==> config.mk <==
export PLATFORM = sky130hd
export DESIGN_NAME = nf10_axis_pkt_gen
export DESIGN_NICKNAME = d
export VERILOG_FILES = /design/src/rtl/nf10_axis_pkt_gen.sv
export SDC_FILE = /design/constraint.sdc
export NUM_CORES = 1
export LEC_CHECK = 0
export ABC_AREA = 1
export BUFFER_PORTS_ARGS = -buffer_cell sky130_fd_sc_hd__buf_2
export CORE_UTILIZATION = 48
export DETAILED_ROUTE_END_ITERATION = 8
export HOLD_SLACK_MARGIN = 0.15
export PLACE_DENSITY = 0.84
export REMOVE_ABC_BUFFERS = 1
export SYNTH_ARGS = -nofsm -noshare
export SYNTH_HDL_FRONTEND = slang
export SYNTH_SLANG_ARGS = --single-unit
==> constraint.sdc <==
create_clock -name aclk -period 3.5 [get_ports aclk]
set_input_delay 0.7 -clock aclk [delete_from_list [all_inputs] [get_ports aclk]]
set_output_delay 0.7 -clock aclk [all_outputs]
set_load 0.005 [all_outputs]
==> src/rtl/nf10_axis_pkt_gen.sv <==
// AXI4-Stream packet generator: emits NUM_PKTS deterministic packets (or an
// endless stream when NUM_PKTS is 0) with a fixed inter-packet gap. Every byte
// is derived from the packet index and byte offset, so a receiver can check
// the stream without a reference copy.
module nf10_axis_pkt_gen #(
  parameter int unsigned C_M_AXIS_DATA_WIDTH  = 256,
  parameter int unsigned C_M_AXIS_TUSER_WIDTH = 128,
  parameter int unsigned PKT_LEN              = 64,
  parameter int unsigned NUM_PKTS             = 4,
  parameter int unsigned IFG_CYCLES           = 2,
  parameter logic [7:0]  SRC_PORT             = 8'h01,
  parameter logic [7:0]  DST_PORT             = 8'h04
) (
  input  logic                              aclk,
  input  logic                              aresetn,
  input  logic                              enable,
  output logic [C_M_AXIS_DATA_WIDTH-1:0]    m_axis_tdata,
  output logic [C_M_AXIS_DATA_WIDTH/8-1:0]  m_axis_tstrb,
  output logic [C_M_AXIS_TUSER_WIDTH-1:0]   m_axis_tuser,
  output logic                              m_axis_tvalid,
  input  logic                              m_axis_tready,
  output logic                              m_axis_tlast,
  output logic [7:0]                        counter,
  output logic                              activity_send,
  output logic                              done
);

  localparam int unsigned Bytes = C_M_AXIS_DATA_WIDTH / 8;
  localparam int unsigned Beats = (PKT_LEN + Bytes - 1) / Bytes;
  localparam int unsigned LastB = PKT_LEN - (Beats - 1) * Bytes;

  localparam logic [1:0] StIdle = 2'd0;
  localparam logic [1:0] StSend = 2'd1;
  localparam logic [1:0] StGap  = 2'd2;
  localparam logic [1:0] StDone = 2'd3;

  localparam logic [15:0] PktLen16 = PKT_LEN[15:0];

  function automatic logic is_last(input logic [15:0] beat);
    return (32'(beat) == Beats - 1);
  endfunction

  // Byte lane k of beat b carries (seq + b*Bytes + k) mod 256; lanes past the
  // packet end are zero.
  function automatic logic [C_M_AXIS_DATA_WIDTH-1:0] beat_data(input logic [7:0]  seq8,
                                                               input logic [15:0] beat);
    logic [7:0] base;
    logic       last;
    beat_data = '0;
    base      = seq8 + 8'(32'(beat) * Bytes);
    last      = is_last(beat);
    for (int k = 0; k < int'(Bytes); k++) begin
      if (!last || k < int'(LastB)) beat_data[8*k +: 8] = base + 8'(k);
    end
  endfunction

  function automatic logic [Bytes-1:0] beat_strb(input logic [15:0] beat);
    beat_strb = '1;
    if (is_last(beat)) begin
      for (int k = 0; k < int'(Bytes); k++) begin
        if (k >= int'(LastB)) beat_strb[k] = 1'b0;
      end
    end
  endfunction

  logic [1:0]                       state_q, state_d;
  logic [15:0]                      seq_q, seq_d;
  logic [15:0]                      beat_q, beat_d;
  logic [31:0]                      gap_q, gap_d;
  logic [7:0]                       counter_q, counter_d;
  logic                             act_q, act_d;
  logic                             done_q, done_d;
  logic                             tvalid_q, tvalid_d;
  logic                             tlast_q, tlast_d;
  logic [C_M_AXIS_DATA_WIDTH-1:0]   tdata_q, tdata_d;
  logic [Bytes-1:0]                 tstrb_q, tstrb_d;
  logic [C_M_AXIS_TUSER_WIDTH-1:0]  tuser_q, tuser_d;

  logic        load;
  logic [15:0] load_seq;
  logic [15:0] load_beat;

  // Next-state: FSM plus registered beat outputs, loaded only when a new beat
  // is presented so they stay frozen while the sink stalls.
  always_comb begin
    state_d   = state_q;
    seq_d     = seq_q;
    beat_d    = beat_q;
    gap_d     = gap_q;
    counter_d = counter_q;
    act_d     = 1'b0;
    done_d    = done_q;
    tvalid_d  = tvalid_q;
    tlast_d   = tlast_q;
    tdata_d   = tdata_q;
    tstrb_d   = tstrb_q;
    tuser_d   = tuser_q;
    load      = 1'b0;
    load_seq  = seq_q;
    load_beat = '0;

    case (state_q)
      StIdle: begin
        if (enable) begin
          state_d = StSend;
          beat_d  = '0;
          load    = 1'b1;
        end
      end
      StSend: begin
        if (tvalid_q && m_axis_tready) begin
          if (tlast_q) begin
            seq_d     = seq_q + 16'd1;
            counter_d = counter_q + 8'd1;
            act_d     = 1'b1;
            beat_d    = '0;
            if (NUM_PKTS != 0 && 32'(seq_q) + 32'd1 == NUM_PKTS) begin
              state_d = StDone;
              done_d  = 1'b1;
            end else if (IFG_CYCLES != 0) begin
              state_d = StGap;
              gap_d   = '0;
            end else if (enable) begin
              load     = 1'b1;
              load_seq = seq_q + 16'd1;
            end else begin
              state_d = StIdle;
            end
          end else begin
            beat_d    = beat_q + 16'd1;
            load      = 1'b1;
            load_beat = beat_q + 16'd1;
          end
        end
      end
      StGap: begin
        if (gap_q == 32'(IFG_CYCLES - 1)) begin
          if (enable) begin
            state_d = StSend;
            load    = 1'b1;
          end else begin
            state_d = StIdle;
          end
        end else begin
          gap_d = gap_q + 32'd1;
        end
      end
      StDone: begin
        state_d = StDone;
      end
      default: state_d = StIdle;
    endcase

    if (load) begin
      tvalid_d       = 1'b1;
      tdata_d        = beat_data(load_seq[7:0], load_beat);
      tstrb_d        = beat_strb(load_beat);
      tlast_d        = is_last(load_beat);
      tuser_d        = '0;
      tuser_d[31:0]  = {DST_PORT, SRC_PORT, PktLen16};
    end else if (state_d != StSend) begin
      tvalid_d = 1'b0;
      tlast_d  = 1'b0;
      tdata_d  = '0;
      tstrb_d  = '0;
      tuser_d  = '0;
    end
  end

  // State registers with asynchronous active-low reset.
  always_ff @(posedge aclk or negedge aresetn) begin
    if (!aresetn) begin
      state_q   <= StIdle;
      seq_q     <= '0;
      beat_q    <= '0;
      gap_q     <= '0;
      counter_q <= '0;
      act_q     <= 1'b0;
      done_q    <= 1'b0;
      tvalid_q  <= 1'b0;
      tlast_q   <= 1'b0;
      tdata_q   <= '0;
      tstrb_q   <= '0;
      tuser_q   <= '0;
    end else begin
      state_q   <= state_d;
      seq_q     <= seq_d;
      beat_q    <= beat_d;
      gap_q     <= gap_d;
      counter_q <= counter_d;
      act_q     <= act_d;
      done_q    <= done_d;
      tvalid_q  <= tvalid_d;
      tlast_q   <= tlast_d;
      tdata_q   <= tdata_d;
      tstrb_q   <= tstrb_d;
      tuser_q   <= tuser_d;
    end
  end

  assign m_axis_tdata  = tdata_q;
  assign m_axis_tstrb  = tstrb_q;
  assign m_axis_tuser  = tuser_q;
  assign m_axis_tvalid = tvalid_q;
  assign m_axis_tlast  = tlast_q;
  assign counter       = counter_q;
  assign activity_send = act_q;
  assign done          = done_q;

endmodule

-- Word level (Yosys, flattened, before mapping)
Cells that the tools add are included.
W data, S select, Z words.
- bits in registers: 494
- input bits: 4
- output and inout bits: 428
- $add $sub $neg: 37
- reductions and logical operators: 9
- equality and inequality tests: 12
- multiplexer cells: 35
- operators by type and width (cell ; count):
    $mux W256 ; 2
    $mux W128 ; 2
    $mux W32 ; 6
    $add A8 B5 Y8 const B ; 16
    $mux W16 ; 5
    $add A8 B4 Y8 const B ; 8
    $pmux W32 S2 ; 1
    $add A16 B1 Y16 const B ; 2
    $add A32 B1 Y32 const B ; 1
    $add A8 B3 Y8 const B ; 4
    $eq A32 B1 Y1 const B ; 1
    $pmux W16 S2 ; 1
    $add A16 B1 Y17 const B ; 1
    $eq A17 B3 Y1 const B ; 1
    $add A8 B1 Y8 const B ; 2
    $add A8 B2 Y8 const B ; 2
    $eq A16 B1 Y1 const B ; 1
    $mux W1 ; 12
    $ne A2 B2 Y1 const B ; 5
    $add A8 B8 Y8 ; 1
    $mux W2 ; 4
    $pmux W2 S4 ; 1
    $reduce_and A3 Y1 ; 2
    $reduce_bool A2 Y1 ; 3
    8 further kinds ; 9

-- Longest topological paths before layout
Gate-level depths: netlist of run 1.
- depth in word-level cells: 9
- gate-level depth with buffers: 18

-- Worst setup path after synthesis of run 1
OpenSTA, ideal clock, no wires.
- kind: register to register
- start point: reg, netlist name m_axis_tstrb[30]
- end point: reg tdata_q[111], in the netlist m_axis_tdata[111]
- required time: 3384 ps
- buffers on the path: 2
- cell stages (with the launch flop): 17
- period minus slack after synthesis: 3290 ps
- slack: 210 ps
- arrival time: 3174 ps
- path through: dfrtp_1 > nand2_1 > nor2_1 > nand2_1 > inv_1 > buf_2 > nand2_1 > inv_1 > fa_1 > buf_2 > nand2_1 > nor2_1 > a21oi_1 > xor2_1 > inv_1 > nand2_1 > nand2_1
- RTL lines (item ; RTL line ; RTL):
    to (signal assigned) ; 195 ; tdata_q <= tdata_d;
    to (decl) ; 75 ; logic [C_M_AXIS_DATA_WIDTH-1:0] tdata_q, tdata_d;

-- Worst setup path after layout of run 1
- start point: reg seq_q[2]
- end point: reg gap_q[5]
- longest elaborated chain between the ends: 4
- ends and longest elaborated chain (item ; RTL line ; RTL):
    from (decl) ; 67 ; logic [15:0] seq_q, seq_d;
    from (signal assigned) ; 187 ; seq_q <= seq_d;
    $add A16 B1 Y17 ; 117 ; if (NUM_PKTS != 0 && 32'(seq_q) + 32'd1 == NUM_PKTS) begin
    $eq A17 B3 Y1 ; 117 ;
    $ne A2 B2 Y1 (no line) ; n/a ;
    $reduce_and A5 Y1 (no line) ; n/a ;
    to (signal assigned) ; 189 ; gap_q <= gap_d;
    to (decl) ; 69 ; logic [31:0] gap_q, gap_d;
No other way between the ends.
A chain may end at the register's enable or synchronous reset.

==> flow_metrics.py, run 1 <==
metrics = {
    "synthesis": {
        "syn_area_per_cell_um2": 7.34,
        "netlist_area_um2": 15000,
        "ys.flop_type": "dfrtp_1",
        "syn_inst": 2043,
        "synth_cell_types": 34,
        "ys_seq_area_share_pct": 39.4,
        "synth-edff-count": 0,
        "ys_seq_elements": 236,
        "ys_warn_count": 0,
        "async_flop_share_pct": 100,
    },
    "drt": {
        "drtAntennaViolNets": 0,
        "drcViolationCount": 0,
        "routed_via_density": 4.81,
        "routed_wl_um": 37000,
        "dr.pass1.iters": 7,
        "vias": 12500,
        "post_drt_wl_per_cell_um": 14.2,
        "drtIter0Drc": 954,
    },
    "worst_hold_path": {
        "hp-class": "input port to asynchronous set/reset pin",
    },
    "floorplanning": {
        "die_area_um2": 31900,
        "die_y_um": 179,
        "rows": 64,
        "start_util_pct": 48.9,
        "ios": 432,
        "die_x_um": 179,
        "fp.coreArea_um2": 30700,
    },
    "global_route": {
        "grt_start_max_net_pins": 161,
        "grt_pass1_vias": 11500,
        "grt_first_pass_wirelength_um": 57900,
        "gr-usage-all-layers_pct": 22.6,
        "antenna_found_initial": 1,
        "grt_remaining_overflow": 0,
    },
    "sta": {
        "tightest_slew_ns": 0.827,
        "relSlewSlack_pct": 44.9,
        "hold_viol_final": 0,
        "slew_viol_final": 0,
        "fin_crit_sh_pct": 84.3,
        "skew_ns": 0.0136,
        "max_freq_ghz": 0.339,
        "finalCriticalPeriod_ns": 2.95,
        "setup_ws_ns": 0.549,
        "rsz0062_at_grt": "no",
        "finalSetupViolations": 0,
    },
    "layout": {
        "fin_nets": 2226,
        "final_core_util_pct": 53.1,
        "multi_input_area_um2": 6490,
        "num-fill-cells": 2941,
        "drive_above_1_share_pct": 18.0,
        "synthToLayoutAreaGrowth_pct": 8.59,
        "register_area_um2": 5910,
    },
    "critical_path": {
        "timing.rr.end": "gap_q[5]",
        "cp_max_fo": 32,
        "startpoint_type": "flip-flop",
        "crit_path_max_incr_delay_ns": 0.72,
        "rr_worst_depth": 10,
        "cp_top_family": "simple AND/OR/NAND/NOR gates",
        "critPathCaptureType": "flip-flop",
        "crit_chain": "ha_1 -> nand2_1 -> xor2_1 -> nor2_1 -> nand3_1 -> nor2_2 -> nand3_4 -> nand2_4 -> nand2_1 -> nand2_1",
        "worstPathArrival_ns": 3.41,
        "worst_path_max_delay_cell": "dfrtp_1",
        "path_class": "flip-flop to flip-flop",
        "r2r_start": "seq_q[2]",
        "crit_top_cell": "nand2_1",
        "path_buf_inv": 0,
        "ff2ff_setup_slack_ns": 0.55,
        "cp.required_ns": 3.96,
    },
    "clocking": {
        "cts_setup_buffers": 0,
        "htreeDepth": 1,
        "cts_resized": 0,
        "clock_sinks": 236,
        "clock_path_buffers": 3,
        "clock_latency_ns": 0.53,
        "clkTransAtPathRegs_ns": 0.06,
        "numCtsBuffers": 27,
        "ctsHoldBuffers": 0,
        "cts_tree": "done",
        "ctsRootBufferMaster": "clkbuf_16",
    },
    "pwr": {
        "p_int_uw": 4210,
        "total_power_uw": 5390,
        "p_sw_uw": 1180,
        "p_seq_share_pct": 50.6,
        "ir_worst_vdd_mv": 0.305,
        "leakagePower_uw": 0.00997,
        "p_clk_share_pct": 47.6,
        "p_per_area_nw_per_um2": 331,
        "switching_share_pct": 21.8,
        "share_comb_of_total_power_pct": 1.8,
    },
    "placed_design": {
        "portBuffers": 306,
        "pre_cts_slack_ns": 0.295,
        "place_congestion": 0.901,
        "hpwl_um": 26500,
    },
    "status": {
        "outcome": "completed",
    },
    "job": {
        "drv_cap": 0,
    },
}
==> worst reg2reg max path: stages (launching register included) <==
cell	delay [ns]
dfrtp_1	0.72
ha_1	0.55
nand2_1	0.29
xor2_1	0.28
nor2_1	0.15
nand3_1	0.10
nor2_2	0.17
nand3_4	0.14
nand2_4	0.31
nand2_1	0.09
nand2_1	0.07
==> placed cells by master (no fill, tap or decap), types with 2 or more instances in the layout <==
cell type and n:
nand2_1 766, buf_2 305, dfrtp_1 236, inv_1 210, conb_1 125, xor2_1 98
nor2_1 97, nand3_1 76, o21ai_0 63, nand4_1 31, clkbuf_16 27, a21oi_1 26
nor3_1 24, ha_1 23, xnor2_1 18, buf_4 18, or2_2 12, nor2_2 6
clkinv_2 6, buf_12 6, nand3b_1 4, clkbuf_8 4, nor4_1 3, clkbuf_1 3
clkinv_1 2, inv_2 2, nand2_2 2, nor2_4 2, nand3_2 2, o21ai_1 2
nand3_4 2, o21bai_1 2
==> cells in the mapped netlist, drive strengths merged (2+ instances only) <==
master / instances / area (um2)
o21bai: 2 / 15.0
xor2: 98 / 858
nand2: 769 / 2900
buf: 297 / 2160
clkinv: 2 / 7.51
nor2: 105 / 422
inv: 212 / 796
nand3b: 4 / 30.0
nand3: 80 / 428
ha: 23 / 288
dfrtp: 236 / 5910
nor3: 24 / 120
clkbuf: 31 / 116
a21oi: 27 / 135
xnor2: 18 / 158
nor4: 3 / 18.8
o21ai: 65 / 325
nand4: 31 / 194
or2: 12 / 75.1
==> cell type report <==
cell class	count	share of cell area (%)
multi-input cells	1389	39.9
flip-flops and latches	236	36.3
repair buffers	330	11.0
inverters	214	4.93
clock buffers	34	4.56
well taps	396	3.04
clock inverters	8	0.284
diodes	1	0.0154
==> per-stage QoR <==
step	setup TNS [ns]	instances	hold WS, ns	instance area [um2]
5_1_grt	0	2607	0.273	16300
4_1_cts	0	2607	0.245	16300
6_report	0	2608	0.229	16300
3_3_place_gp	0	2565	0.457	15500
3_5_place_dp	0	2565	0.459	15500
2_1_floorplan	-592.77	1839	0.404	13200
==> flip-flops by register name (all words and copies together) (netlist names) <==
register and cells:
m_axis_tdata 158, seq_q 16, beat_q 16, state_q 2, counter 8, m_axis_tstrb 1, gap_q 32, activity_send 1
m_axis_tlast 1, done 1
==> layer usage <==
metal / part of all wire [%] / vias to the layer above / global-route usage (%)
met5: 0 / - / 0
met4: 2.7 / 0 / 7.49
met3: 6.0 / 65 / 3.05
met2: 49 / 456 / 39.6
met1: 42 / 5895 / 28.7
li1: - / 6125 / -
==> how the worst max path moves through the flow <==
stage | startpoint | endpoint | slack [ns] | cells after the start
6_report | seq_q[2] | gap_q[5] | 0.55 | 10
5_1_grt | state_q[1] | m_axis_tdata[111] | 0.29 | 16
4_1_cts | seq_q[2] | gap_q[19] | 0.54 | 11
3_5_place_dp | m_axis_tready | m_axis_tdata[39] | 0.29 | 16
3_3_place_gp | m_axis_tready | m_axis_tdata[39] | 0.44 | 16
2_1_floorplan | m_axis_tstrb[30] | m_axis_tstrb[30] | -3.71 | 3
==> power groups by stage <==
| stage | Sequential, uW | Clock, uW | Combinational (uW) |
|---|---|---|---|
| final | 2730 | 2560 | 97.3 |
| after global routing | 2730 | 2730 | 121 |
| after CTS | 2730 | 2630 | 98.2 |
| after detailed placement | 2780 | 0 | 98.1 |
| after global placement | 2780 | 0 | 96.0 |
| after floorplan | 2780 | 0 | 29.0 |
==> cell families (layout without fill, tap and decap cells) <==
logic type	Yosys count	in the layout	share of synthesized area, %
fa+ha+maj	24	24	2.05
other cells	1	126	0.0250
xor+xnor	116	116	6.78
buf+inv	542	586	20.6
simple gates	1028	1028	27.9
compound gates	96	96	3.27
flops	236	236	39.4
Power figures use the tool's default switching activity.
==> run 2, diff against run 1 <==
--- a/config.mk
+++ b/config.mk
@@ -7,10 +7,10 @@
 export LEC_CHECK = 0
 export ABC_AREA = 1
 export BUFFER_PORTS_ARGS = -buffer_cell sky130_fd_sc_hd__buf_2
-export CORE_UTILIZATION = 48
+export CORE_UTILIZATION = 50
 export DETAILED_ROUTE_END_ITERATION = 8
 export HOLD_SLACK_MARGIN = 0.15
-export PLACE_DENSITY = 0.84
+export PLACE_DENSITY = 0.83
 export REMOVE_ABC_BUFFERS = 1
 export SYNTH_ARGS = -nofsm -noshare
 export SYNTH_HDL_FRONTEND = slang
==> constraint.sdc (replaced) <==
create_clock -name aclk -period 3 [get_ports aclk]
set_input_delay 0.6 -clock aclk [delete_from_list [all_inputs] [get_ports aclk]]
set_output_delay 0.6 -clock aclk [all_outputs]
set_load 0.005 [all_outputs]
==> flow_metrics.py, run 2 (synthesis results as in run 1) <==
metrics = {
    "status": {
        "outcome": "completed",
    },
    "clocking": {
        "ctsRootBufferMaster": "clkbuf_16",
        "clkTransAtPathRegs_ns": 0.06,
        "clock_path_buffers": 3,
        "clock_latency_ns": 0.53,
        "htreeDepth": 1,
        "cts_setup_buffers": 0,
        "clock_sinks": 236,
        "numCtsBuffers": 26,
        "cts_tree": "done",
    },
    "sta": {
        "tightest_slew_ns": 0.607,
        "skew_ns": 0.00834,
        "hold_viol_final": 0,
        "setup_ws_ns": 0.198,
        "fin_crit_sh_pct": 93.4,
        "finalCriticalPeriod_ns": 2.80,
        "relSlewSlack_pct": 59.2,
        "whs_ns": 0.475,
        "finalSetupViolations": 0,
        "max_freq_ghz": 0.357,
        "slew_viol_final": 0,
        "rsz0062_at_grt": "no",
    },
    "layout": {
        "synthToLayoutAreaGrowth_pct": 10.6,
        "fin_cells": 2621,
        "drive_above_1_share_pct": 18.8,
        "fin_nets": 2239,
        "num-fill-cells": 2758,
        "multi_input_area_um2": 6490,
        "final_cell_mix": "nand2_1 (765), buf_2 (305), dfrtp_1 (236)",
        "final_common_cell": "nand2_1",
        "register_area_um2": 5910,
        "post-route-cell-area_um2": 16600,
        "largest_register_ffs": 158,
        "diodes": 0,
    },
    "critical_path": {
        "path_buf_inv": 5,
        "cp_num_cells": 16,
        "startpoint_type": "flip-flop",
        "timing.rr.end": "m_axis_tdata[39]",
        "crit_chain": "inv_1 -> nand2_1 -> nor2_1 -> nand3_1 -> inv_1 -> ha_1 -> fa_1 -> xor2_1 -> inv_1 -> nand2_1 -> nand2_2 -> buf_12 -> xor2_1 -> inv_1 -> nand2_1 -> nand2_1",
        "cp_max_fo": 20,
        "r2r_start": "state_q[1]",
        "setup.worst_path.start": "state_q[1]",
        "path_class": "flip-flop to flip-flop",
        "rr_worst_depth": 16,
        "cp_top_family": "simple AND/OR/NAND/NOR gates",
        "worst_path_max_delay_cell": "fa_1",
        "cp.required_ns": 3.42,
        "worstPathArrival_ns": 3.22,
        "ff2ff_setup_slack_ns": 0.20,
        "crit_end": "m_axis_tdata[39]",
        "crit_path_max_incr_delay_ns": 0.37,
        "critPathCaptureType": "flip-flop",
    },
    "placed_design": {
        "dp.cells": 2572,
        "place_area_um2": 15600,
        "pre_cts_slack_ns": 0.0655,
        "place_congestion": 0.867,
        "hpwl_um": 27100,
        "portBuffers": 306,
    },
    "global_route": {
        "grt_first_pass_wirelength_um": 59600,
        "antenna_found_initial": 0,
        "gr-usage-all-layers_pct": 24.0,
        "grt_pass1_vias": 11800,
        "grt_start_max_net_pins": 78,
        "grt_remaining_overflow": 0,
    },
    "floorplanning": {
        "fp.coreArea_um2": 29600,
        "rows": 63,
        "die_area_um2": 30700,
        "ios": 432,
        "die_x_um": 175,
        "start_util_pct": 50.7,
        "die_y_um": 175,
    },
    "drt": {
        "vias": 12700,
        "dr.pass1.iters": 5,
        "post_drt_wl_per_cell_um": 14.3,
        "drcViolationCount": 0,
        "drtAntennaViolNets": 0,
        "drtIter0Drc": 1094,
        "routed_wl_um": 37500,
        "routed_via_density": 4.84,
    },
    "pwr": {
        "leakagePower_uw": 0.0101,
        "p_per_area_nw_per_um2": 407,
        "ir_worst_vdd_mv": 0.368,
    },
    "job": {
        "drv_cap": 0,
    },
    "worst_hold_path": {
        "hold_depth": 2,
        "hp-class": "flip-flop to flip-flop",
    },
}
[run 2: changes by cell type in the layout (fill, tap and decap cells not counted), sizes merged]
cell and delta:
dlygate4sd3 +1, diode -1, clkinv -1, buf +13, clkbuf +1, clkinvlp +2
bufinv +4
[run 2: metrics by stage]
stage	TNS [ns]	power [uW]	utilization (%)
after CTS	0	6830	56.1
final	0	6760	56.1
after global placement	0	3360	52.9
after global routing	0	6970	56.1
after detailed placement	0	3360	52.9
after floorplan	-693.94	3280	-
[run 2: worst min-delay path by stage]
stage | slack (ns) | end | from
after global placement | 0.46 | m_axis_tdata[172] | m_axis_tdata[172]
after floorplan | 0.30 | activity_send | aresetn
after CTS | 0.48 | m_axis_tdata[102] | m_axis_tdata[102]
after global routing | 0.49 | m_axis_tdata[182] | m_axis_tdata[182]
final | 0.48 | m_axis_tdata[61] | m_axis_tdata[61]
after detailed placement | 0.46 | m_axis_tdata[189] | m_axis_tdata[189]
[run 2: power breakdown]
group / switching (uW) / total, uW / leakage (uW) / internal [uW]
Sequential: 0 / 3180 / 0.00299 / 3180
Clock: 1340 / 3460 / 0.000453 / 2120
Combinational: 104 / 117 / 0.00667 / 13.4
Total: 1440 / 6760 / 0.0101 / 5320
[run 2: final cells by class]
type / count / area share (%)
multi-input cells: 1389 / 39.1
flip-flops and latches: 236 / 35.6
repair buffers: 344 / 11.8
inverters: 214 / 4.84
clock buffers: 35 / 4.56
well taps: 390 / 2.94
clock inverters: 13 / 1.13
[run 2: timing repair]
action,in CTS,in global routing
hold endpoints to repair,72,0
setup endpoints to repair,0,4
hold buffers,1,0
gates resized for setup,0,2
[run 2: per-layer routing]
| metal | track usage (%) | vias to the layer above | part of all wire [%] |
|---|---|---|---|
| li1 | - | 6159 | - |
| met1 | 31.2 | 5995 | 42 |
| met2 | 41.4 | 457 | 49 |
| met3 | 3.50 | 63 | 6.5 |
| met4 | 6.99 | 0 | 2.5 |
| met5 | 0 | - | 0 |
[run 2: worst min-delay path: stages (launching register included)]
cell and delay [ns]:
dfrtp_1 0.33, nand2_1 0.06, nand2_1 0.05
==> run 3, diff against run 2 <==
--- a/config.mk
+++ b/config.mk
@@ -7,10 +7,12 @@
 export LEC_CHECK = 0
 export ABC_AREA = 1
 export BUFFER_PORTS_ARGS = -buffer_cell sky130_fd_sc_hd__buf_2
-export CORE_UTILIZATION = 50
+export CELL_PAD_IN_SITES_DETAIL_PLACEMENT = 1
+export CELL_PAD_IN_SITES_GLOBAL_PLACEMENT = 1
+export CORE_UTILIZATION = 38
 export DETAILED_ROUTE_END_ITERATION = 8
 export HOLD_SLACK_MARGIN = 0.15
-export PLACE_DENSITY = 0.83
+export PLACE_DENSITY = 0.88
 export REMOVE_ABC_BUFFERS = 1
 export SYNTH_ARGS = -nofsm -noshare
 export SYNTH_HDL_FRONTEND = slang
==> flow_metrics.py, run 3 (synthesis results as in run 1) <==
metrics = {
    "sta": {
        "max_freq_ghz": 0.367,
        "skew_ns": 0.0155,
        "slew_viol_final": 0,
        "hold_viol_final": 0,
        "tightest_slew_ns": 0.790,
        "relSlewSlack_pct": 47.3,
        "finalSetupViolations": 0,
        "rsz0062_at_grt": "no",
        "whs_ns": 0.474,
        "fin_crit_sh_pct": 90.9,
        "setup_ws_ns": 0.274,
        "finalCriticalPeriod_ns": 2.73,
    },
    "worst_hold_path": {
        "hp-class": "flip-flop to flip-flop",
    },
    "global_route": {
        "grt_first_pass_wirelength_um": 70000,
        "gr-usage-all-layers_pct": 21.1,
        "antenna_found_initial": 0,
        "grt_start_max_net_pins": 161,
        "grt_remaining_overflow": 0,
        "grt_pass1_vias": 13300,
    },
    "layout": {
        "diodes": 0,
        "num-fill-cells": 5024,
        "final_cell_mix": "nand2_1 (764), buf_2 (305), dfrtp_1 (236)",
        "synthToLayoutAreaGrowth_pct": 11.8,
        "final_common_cell": "nand2_1",
        "drive_above_1_share_pct": 18.9,
        "fin_nets": 2240,
        "largest_register_ffs": 158,
    },
    "drt": {
        "post_drt_wl_per_cell_um": 15.7,
        "routed_wl_um": 43100,
        "dr.pass1.iters": 4,
        "routed_via_density": 4.69,
        "drtIter0Drc": 677,
        "drcViolationCount": 0,
        "vias": 12900,
        "drtAntennaViolNets": 0,
    },
    "pwr": {
        "leakagePower_uw": 0.0101,
        "p_per_area_nw_per_um2": 417,
        "ir_worst_vdd_mv": 0.325,
    },
    "clocking": {
        "numCtsBuffers": 28,
        "ctsRootBufferMaster": "clkbuf_16",
        "clock_latency_ns": 0.55,
        "cts_tree": "done",
        "clock_sinks": 236,
        "htreeDepth": 1,
        "clock_path_buffers": 3,
        "clkTransAtPathRegs_ns": 0.06,
        "cts_setup_buffers": 0,
    },
    "placed_design": {
        "place_congestion": 0.846,
        "hpwl_um": 31700,
        "portBuffers": 306,
        "pre_cts_slack_ns": -0.0176,
    },
    "job": {
        "drv_cap": 0,
    },
    "critical_path": {
        "worst_path_max_delay_cell": "fa_1",
        "critPathCaptureType": "flip-flop",
        "crit_top_cell": "inv_1",
        "cp_max_fo": 10,
        "path_buf_inv": 4,
        "cp.required_ns": 3.43,
        "worstPathArrival_ns": 3.16,
        "startpoint_type": "flip-flop",
        "cp_top_family": "simple AND/OR/NAND/NOR gates",
        "crit_chain": "inv_1 -> nand2_2 -> nor2_1 -> nand3_1 -> inv_1 -> ha_1 -> fa_1 -> nand2_2 -> nor2_1 -> buf_4 -> a21oi_1 -> xor2_1 -> inv_1 -> nand2_1 -> nand2_1",
        "path_class": "flip-flop to flip-flop",
        "crit_path_max_incr_delay_ns": 0.45,
    },
    "status": {
        "outcome": "completed",
    },
    "floorplanning": {
        "die_area_um2": 40300,
        "rows": 72,
        "ios": 432,
        "fp.coreArea_um2": 38800,
        "die_x_um": 201,
        "die_y_um": 201,
        "start_util_pct": 38.6,
    },
}
run 3: per-layer routing:
layer | track usage, % | wire (um) | vias up
met2 | 38.0 | 21900 | 358
li1 | - | - | 6144
met5 | 0 | 0 | -
met3 | 2.99 | 1850 | 88
met1 | 25.6 | 17900 | 6307
met4 | 7.72 | 1440 | 0
run 3: worst min-delay path, cell delays in order (launching register included):
cell and delay, ns:
dfrtp_1 0.34, nand2_1 0.05, nand2_1 0.05
run 3: cell type report:
cell class	count	area [um2]	share of cell area, %
clock inverters	12	166	0.993
clock buffers	39	833	4.97
repair buffers	343	1910	11.4
multi-input cells	1389	6500	38.8
flip-flops and latches	236	5910	35.2
inverters	214	803	4.79
well taps	518	648	3.87
run 3: through the flow:
step | instance area, um2 | std cells | util (%) | power, uW | setup TNS, ns
floorplan | 13200 | 1839 | - | 3280 | -693.94
global placement | 15700 | 2699 | 40.6 | 3360 | 0
detailed placement | 15700 | 2699 | 40.6 | 3360 | -0.0340
CTS | 16800 | 2751 | 43.2 | 7080 | 0
global route | 16800 | 2751 | 43.2 | 7210 | 0
finish | 16800 | 2751 | 43.2 | 6980 | 0
run 3: path summary, 6_finish.rpt:
| kind | startpoint | end | slack, ns | depth (start not counted) |
|---|---|---|---|---|
| max | state_q[1] | m_axis_tdata[111] | 0.27 | 15 |
| min | m_axis_tdata[76] | m_axis_tdata[76] | 0.47 | 2 |
| max reg2reg | state_q[1] | m_axis_tdata[111] | 0.27 | 15 |
| min reg2reg | m_axis_tdata[76] | m_axis_tdata[76] | 0.47 | 2 |
| max in group asynchronous | aresetn | m_axis_tdata[21] | 1.43 | 3 |
| min in group asynchronous | aresetn | gap_q[9] | 0.70 | 2 |
run 3: power breakdown:
part	internal (uW)	switching (uW)
logic	11.6	110
registers	3180	0
clock network	2270	1410
run 3: repair_timing:
item	in CTS	in global routing
endpoints found under the hold margin	71	0
gates resized for setup	0	2
hold buffers	1	0
endpoints found under the setup margin	0	8
